## src/rtl/stopwatch_ctrl.sv

```systemverilog
// ============================================================================
// Module      : stopwatch_ctrl
// Description : Button front end and control FSM for the stopwatch seconds
//               counter. Each button is synchronised, debounced and turned
//               into a single-cycle press event. The FSM drives the counter's
//               init_regs / count_enabled inputs and the split display hold.
// Revision    : 1.0 - initial release
// ============================================================================
`default_nettype none

module stopwatch_ctrl #(
    parameter int CLK_FREQ  = 100000000,
    parameter int DB_CYCLES = 1000000
) (
    input  logic       clk,
    input  logic       reset,
    input  logic       btn_start,
    input  logic       btn_clear,
    input  logic       btn_split,
    output logic       init_regs,
    output logic       count_enabled,
    output logic       display_hold,
    output logic [1:0] state
);

    localparam int                 c_cnt_w   = $clog2(DB_CYCLES + 1);
    localparam logic [c_cnt_w-1:0] c_db_last = c_cnt_w'(DB_CYCLES - 1);

    localparam logic [1:0] c_idle  = 2'b00;
    localparam logic [1:0] c_run   = 2'b01;
    localparam logic [1:0] c_pause = 2'b10;

    // Refuse to elaborate with a meaningless clock or debounce setting
    if (CLK_FREQ < 1 || DB_CYCLES < 1) begin : g_param_check
        $error("stopwatch_ctrl: CLK_FREQ and DB_CYCLES must be positive");
    end

    // Channel order: 0 = start, 1 = clear, 2 = split
    logic [2:0] w_raw;
    logic [2:0] w_press;

    assign w_raw = {btn_split, btn_clear, btn_start};

    for (genvar i = 0; i < 3; i++) begin : g_chan
        logic               r_sync1;
        logic               r_sync2;
        logic               r_level;
        logic               r_level_d;
        logic [c_cnt_w-1:0] r_cnt;

        // Synchronise, then flip the debounced level only after DB_CYCLES
        // consecutive cycles of disagreement with the synced input
        always_ff @(posedge clk or posedge reset) begin
            if (reset) begin
                r_sync1   <= 1'b0;
                r_sync2   <= 1'b0;
                r_level   <= 1'b0;
                r_level_d <= 1'b0;
                r_cnt     <= '0;
            end else begin
                r_sync1   <= w_raw[i];
                r_sync2   <= r_sync1;
                r_level_d <= r_level;
                if (r_sync2 == r_level) begin
                    r_cnt <= '0;
                end else if (r_cnt == c_db_last) begin
                    r_level <= ~r_level;
                    r_cnt   <= '0;
                end else begin
                    r_cnt <= r_cnt + 1'b1;
                end
            end
        end

        // Press event only on the debounced 0->1 edge; releases are silent
        assign w_press[i] = r_level & ~r_level_d;
    end

    logic       w_ev_start;
    logic       w_ev_clear;
    logic       w_ev_split;
    logic [1:0] r_state;
    logic [1:0] w_state_next;
    logic       r_hold;
    logic       w_hold_next;
    logic       r_init;
    logic       w_init_next;
    logic       r_en;
    logic       w_en_next;

    assign w_ev_start = w_press[0];
    assign w_ev_clear = w_press[1];
    assign w_ev_split = w_press[2];

    // State and registered outputs
    always_ff @(posedge clk or posedge reset) begin
        if (reset) begin
            r_state <= c_idle;
            r_hold  <= 1'b0;
            r_init  <= 1'b1;
            r_en    <= 1'b0;
        end else begin
            r_state <= w_state_next;
            r_hold  <= w_hold_next;
            r_init  <= w_init_next;
            r_en    <= w_en_next;
        end
    end

    // Next-state logic; clear beats start beats split
    always_comb begin
        w_state_next = r_state;
        w_hold_next  = r_hold;
        case (r_state)
            c_idle: begin
                w_hold_next = 1'b0;
                if (w_ev_start) begin
                    w_state_next = c_run;
                end
            end
            c_run: begin
                if (w_ev_clear) begin
                    w_state_next = c_idle;
                    w_hold_next  = 1'b0;
                end else if (w_ev_start) begin
                    w_state_next = c_pause;
                end else if (w_ev_split) begin
                    w_hold_next = ~r_hold;
                end
            end
            c_pause: begin
                if (w_ev_clear) begin
                    w_state_next = c_idle;
                    w_hold_next  = 1'b0;
                end else if (w_ev_start) begin
                    w_state_next = c_run;
                end else if (w_ev_split) begin
                    w_hold_next = 1'b0;
                end
            end
            default: begin
                w_state_next = c_idle;
                w_hold_next  = 1'b0;
            end
        endcase
    end

    // Counter controls decoded from the next state so they register with it
    always_comb begin
        w_init_next = (w_state_next == c_idle);
        w_en_next   = (w_state_next == c_run);
    end

    assign state         = r_state;
    assign display_hold  = r_hold;
    assign init_regs     = r_init;
    assign count_enabled = r_en;

endmodule

`default_nettype wire

```

## config.mk

```make
export PLATFORM = sky130hd
export DESIGN_NAME = stopwatch_ctrl
export DESIGN_NICKNAME = d
export VERILOG_FILES = /design/src/rtl/stopwatch_ctrl.sv
export SDC_FILE = /design/constraint.sdc
export NUM_CORES = 1
export LEC_CHECK = 0
export BUFFER_PORTS_ARGS = -buffer_cell sky130_fd_sc_hd__buf_2
export CORE_UTILIZATION = 42
export DETAILED_ROUTE_END_ITERATION = 8
export GPL_TIMING_DRIVEN = 0
export PLACE_DENSITY = 0.64
export SLEW_MARGIN = 15
export SYNTH_ARGS = -nofsm -noshare
export SYNTH_HDL_FRONTEND = slang
export SYNTH_SLANG_ARGS = --single-unit
export TNS_END_PERCENT = 50
```

## constraint.sdc

```tcl
create_clock -name clk -period 6.3 [get_ports clk]
set_clock_uncertainty 0.2 [all_clocks]
set_input_delay 0.63 -clock clk [delete_from_list [all_inputs] [get_ports clk]]
set_output_delay 0.63 -clock clk [all_outputs]
set_load 0.01 [all_outputs]
```

Yosys cells after proc, flatten, opt, wreduce, memory -nomap -nowiden

Cells that the tools add are included.

Memory bits (read-only): 0
Input bits: 5
Output and inout bits: 5
Bits in registers: 77
Word-level logic and storage cells: 72
Bits in latches: 0
Memories kept: 0
Memory bits (writable): 0

Add/sub/neg operators: 3
Multiply operators: 0
Multiplexer cells: 18
Equal/unequal tests: 13
Divide/modulo/power cells: 0
Reduce and logical (&&, ||, !) cells: 6
Magnitude comparators: 0
Shift operators: 0
Bitwise logic cells: 13

Operators by type and width:

| cell                                                             | number |
|---|---|
| 20-bit two-way mux                                               | 6 |
| 20-bit by 1-bit adder with 20-bit output (second input constant) | 3 |
| 20-bit == test (second input constant)                           | 3 |
| 3-bit inequality test (second input constant)                    | 4 |
| 1-bit NOT                                                        | 10 |
| 2-bit two-way mux                                                | 4 |
| 1-bit two-way mux                                                | 6 |
| 2-bit one-hot mux with 3 select lines                            | 1 |
| 2-bit AND reduction                                              | 3 |
| 2-bit by 1-bit == test with 1-bit output (second input constant) | 2 |
| 2-bit logical NOT                                                | 2 |
| 4-bit AND reduction                                              | 1 |
| 1-bit bitwise AND                                                | 3 |
| 1-bit == test                                                    | 3 |
| 2-bit == test (second input constant)                            | 1 |
| 1-bit one-hot mux with 2 select lines                            | 1 |

Longest topological paths before layout

Depth after elaboration: 6
Depth in mapped cells: 6
Gate-level depth less buffers: 5

Worst setup path after synthesis

OpenSTA, ideal clock, no wires.

Path kind: register to register
Start: register g_chan[2].r_cnt[0]
End: register g_chan[2].r_level
Period minus slack after synthesis: 2.205 ns
Cell stages (with the launch flop): 6
Path slack: 4.095 ns
Required time: 5.975 ns
Library setup time: 0.125 ns
Arrival time: 1.880 ns
Path buffers: 0
Cells stage by stage: dfrtp_1 > ha_1 > nand3_1 > or4_4 > nor2_1 > mux2_2

Word-level cells in the longest chain between the ends: 2

RTL lines:

| what                          | RTL line | text |
|---|---|---|
| start: declaration            | 49       | `logic [c_cnt_w-1:0] r_cnt;` |
| start signal: assignment      | 70       | `r_cnt <= r_cnt + 1'b1;` |
| 20-bit == test                | 66       | `end else if (r_cnt == c_db_last) begin` |
| 2-bit AND reduction (no line) | --       |  |
| end signal: assignment        | 67       | `r_level <= ~r_level;` |
| end: declaration              | 47       | `logic r_level;` |

No other way between the ends.
A chain may end at the register's enable or synchronous reset.

Worst setup path after layout

Ends and elaborated chain as after synthesis.

==> impl_metrics.tcl <==
set metrics [dict create \
    status "finished, final reports clean" \
    crit_type "register to register" \
    yosysWarnings 0 \
    pwr-share-seq_pct 56.0 \
    drtPass1Iterations 4 \
    clockPowerShare_pct 40.5 \
    synth_seq_cells 77 \
    synthTopCellsByArea "dfrtp_1, xnor2_1, nor2_1" \
    rows 33 \
    hpwl_mm 4.33 \
    synth_top_area_share_pct 52.7 \
    post_cts_buffers 0 \
    max_freq_ghz 0.416 \
    grt-ovfl-total 0 \
    die_area_mm2 0.00897 \
    drc 0 \
    required_ns 6.35 \
    cts_max_path_buffers 2 \
    synth_cell_types 40 \
    synthCells 359 \
    cts_buffers 9 \
    drv_cap 0 \
    slew_headroom_pct 54.0 \
    tns_ns 0 \
    endpoint_kind "register" \
    synth_fp_nets 367 \
    drive_gt1_share_pct 9.84 \
    first_global_vias 2521 \
    switching_power_w 0.000210 \
    multi_input_area_mm2 0.00159 \
    ctsResizeCount 0 \
    detail_route.wirelength_mm 6.36 \
    hp-class "register to register" \
    grt_max_degree 59 \
    cts.sinks 77 \
    clkTransAtPathRegs_ns 0.09 \
    rr_worst_depth 5 \
    layout_worst_path_cycle_share_pct 38.1 \
    cts_tree "built" \
    hold_path_depth 0 \
    synthesis.area_mm2 0.00361 \
    ios 10 \
    synth.avg_cell_area_um2 10.1 \
    yosys.area.top_type "dfrtp_1" \
    gp_congestion 0.829 \
    crit_fanout 8 \
    p_comb_share_pct 3.5 \
    insertedDiodeCount 0 \
    ys_async_sr_fraction_pct 100 \
    p_sw_share_pct 23.2 \
    leakage_nw 1.61 \
    ys.flop_type "dfrtp_1" \
    final_nets 389 \
    tightest_slew_ns 0.683 \
    grt_pass1_wl_mm 11.2 \
    synth_edf_count 0 \
    antenna_left 0 \
    vias_per_cell 5.26 \
    final.min_clock_period_ns 2.40 \
    slew_violations 0 \
    rsz0062_at_grt "no" \
    area_delta_synth_final_pct 11.3 \
    whs_ns 0.160 \
    finalPower_w 0.000903 \
    num_vias 2582 \
    grt_usage_pct 16.3 \
    drt_iter0_drc 68 \
    core_mm2 0.00826 \
    max-vdd-ir-drop_uv 141 \
    die_h_um 94.7 \
    die_w_um 94.7 \
    antenna_found_initial 0 \
    portBuffers 9 \
    mostFrequentLayoutCell "dfrtp_1" \
    ctsHtreeMaxLevel 3 \
    setup_viol 0 \
    ys_seq_area_share_pct 53.4 \
    nFillCells 778 \
    r2r_setup_slack_ns 3.90 \
    cp_data_arrival_time_ns 2.45 \
    power_density_mw_per_mm2 225 \
    start_util_pct 43.7 \
    startpoint_type "register" \
    hold_violations 0 \
    insertion_delay_ns 0.36 \
    seq_area_mm2 0.00193 \
    p_int_w 0.000693 \
    wl_per_cell_um 12.9 \
    clock-root-buffer "clkbuf_8" \
    final_cell_mix "dfrtp_1, nor2_1, xnor2_1" \
]
==> state kept, by name, indices dropped and copies added (netlist names) <==
register,count
state,2
g_chan.r_sync2,3
g_chan.r_level,3
init_regs,1
g_chan.r_sync1,3
g_chan.r_level_d,3
display_hold,1
g_chan.r_cnt,60
count_enabled,1
==> synth_stat cells (2+ instances only) <==
| library cell | instances |
|---|---|
| nor3b_1 | 2 |
| nand3b_1 | 2 |
| ha_1 | 3 |
| o22ai_1 | 2 |
| and3_1 | 5 |
| mux2_2 | 3 |
| and2_1 | 2 |
| o31ai_1 | 2 |
| or4_1 | 3 |
| a31o_2 | 2 |
| nand2_1 | 16 |
| inv_1 | 14 |
| a21oi_1 | 15 |
| xnor2_1 | 31 |
| nor4b_1 | 2 |
| xor2_1 | 11 |
| nor2_1 | 57 |
| or3_1 | 12 |
| o21ai_0 | 12 |
| nor2b_1 | 3 |
| nand3_1 | 20 |
| nor3_1 | 11 |
| clkbuf_1 | 8 |
| and4_1 | 4 |
| mux2i_1 | 3 |
| dfrtp_1 | 76 |
| nand4_1 | 15 |
| nor4_1 | 11 |
==> final timing paths <==
| check | from | to |
|---|---|---|
| max | g_chan[2].r_cnt[0] | g_chan[2].r_level |
| min | g_chan[1].r_sync1 | g_chan[1].r_sync2 |
| max reg2reg | g_chan[2].r_cnt[0] | g_chan[2].r_level |
| min reg2reg | g_chan[1].r_sync1 | g_chan[1].r_sync2 |
| max in group asynchronous | reset | init_regs |
| min in group asynchronous | reset | g_chan[2].r_level |
==> logic make-up (layout without fill, tap and decap cells) <==
kind of cell,Yosys count,in the layout,synth area share [%]
adder cells (fa/ha/maj),3,3,1.04
multiplexers,6,6,1.77
flip-flops,77,77,53.4
AND/OR/NAND/NOR,172,172,25.1
AO/OA/AOI/OAI,36,36,5.89
XOR/XNOR,42,42,10.2
buffers and inverters,23,50,2.60
==> what timing repair did <==
action | CTS | global route
hold buffers | 1 | 0
hold endpoints to repair | 6 | 0
setup endpoints to repair | 0 | 0
==> worst max-delay path, cell delays in order (launching register included) <==
cell,delay [ns]
dfrtp_1,0.39
ha_1,0.21
nand3_1,0.27
or4_4,0.65
nor2_1,0.23
mux2_2,0.36
==> cell type report <==
class	count	share of cell area (%)
timing repair buffer	11	2.06
sequential	77	48.0
clock inverter	6	1.56
clock buffer	10	3.18
multi-input combinational	259	39.5
buffer	9	1.03
inverter	14	1.37
tap	105	3.27
==> power groups by stage <==
stage                     Clock, W  Combinational (W)  Sequential [W]
after floorplan                  0          0.0000214        0.000514
after global placement           0          0.0000289        0.000516
after detailed placement         0          0.0000322        0.000516
after CTS                 0.000382          0.0000327        0.000506
after global routing      0.000401          0.0000368        0.000507
final                     0.000366          0.0000312        0.000506
==> per-layer routing <==
layer	routed length, um	global-route usage [%]	part of all wire (%)
met3	195	5.07	3.1
met4	60	6.82	0.94
met5	0	0	0
met1	3100	19.9	49
met2	3000	26.7	47
==> per-stage QoR <==
step | area (um2) | instances | util, % | setup slack (ns)
after global placement | 3780 | 473 | 45.8 | 2.59
after floorplan | 3610 | 359 | - | 3.50
final | 4020 | 491 | 48.6 | 3.90
after detailed placement | 3810 | 474 | 46.2 | 3.87
after CTS | 4020 | 491 | 48.6 | 3.87
after global routing | 4020 | 491 | 48.6 | 3.75
No activity file was read; power rests on OpenSTA's default activity.
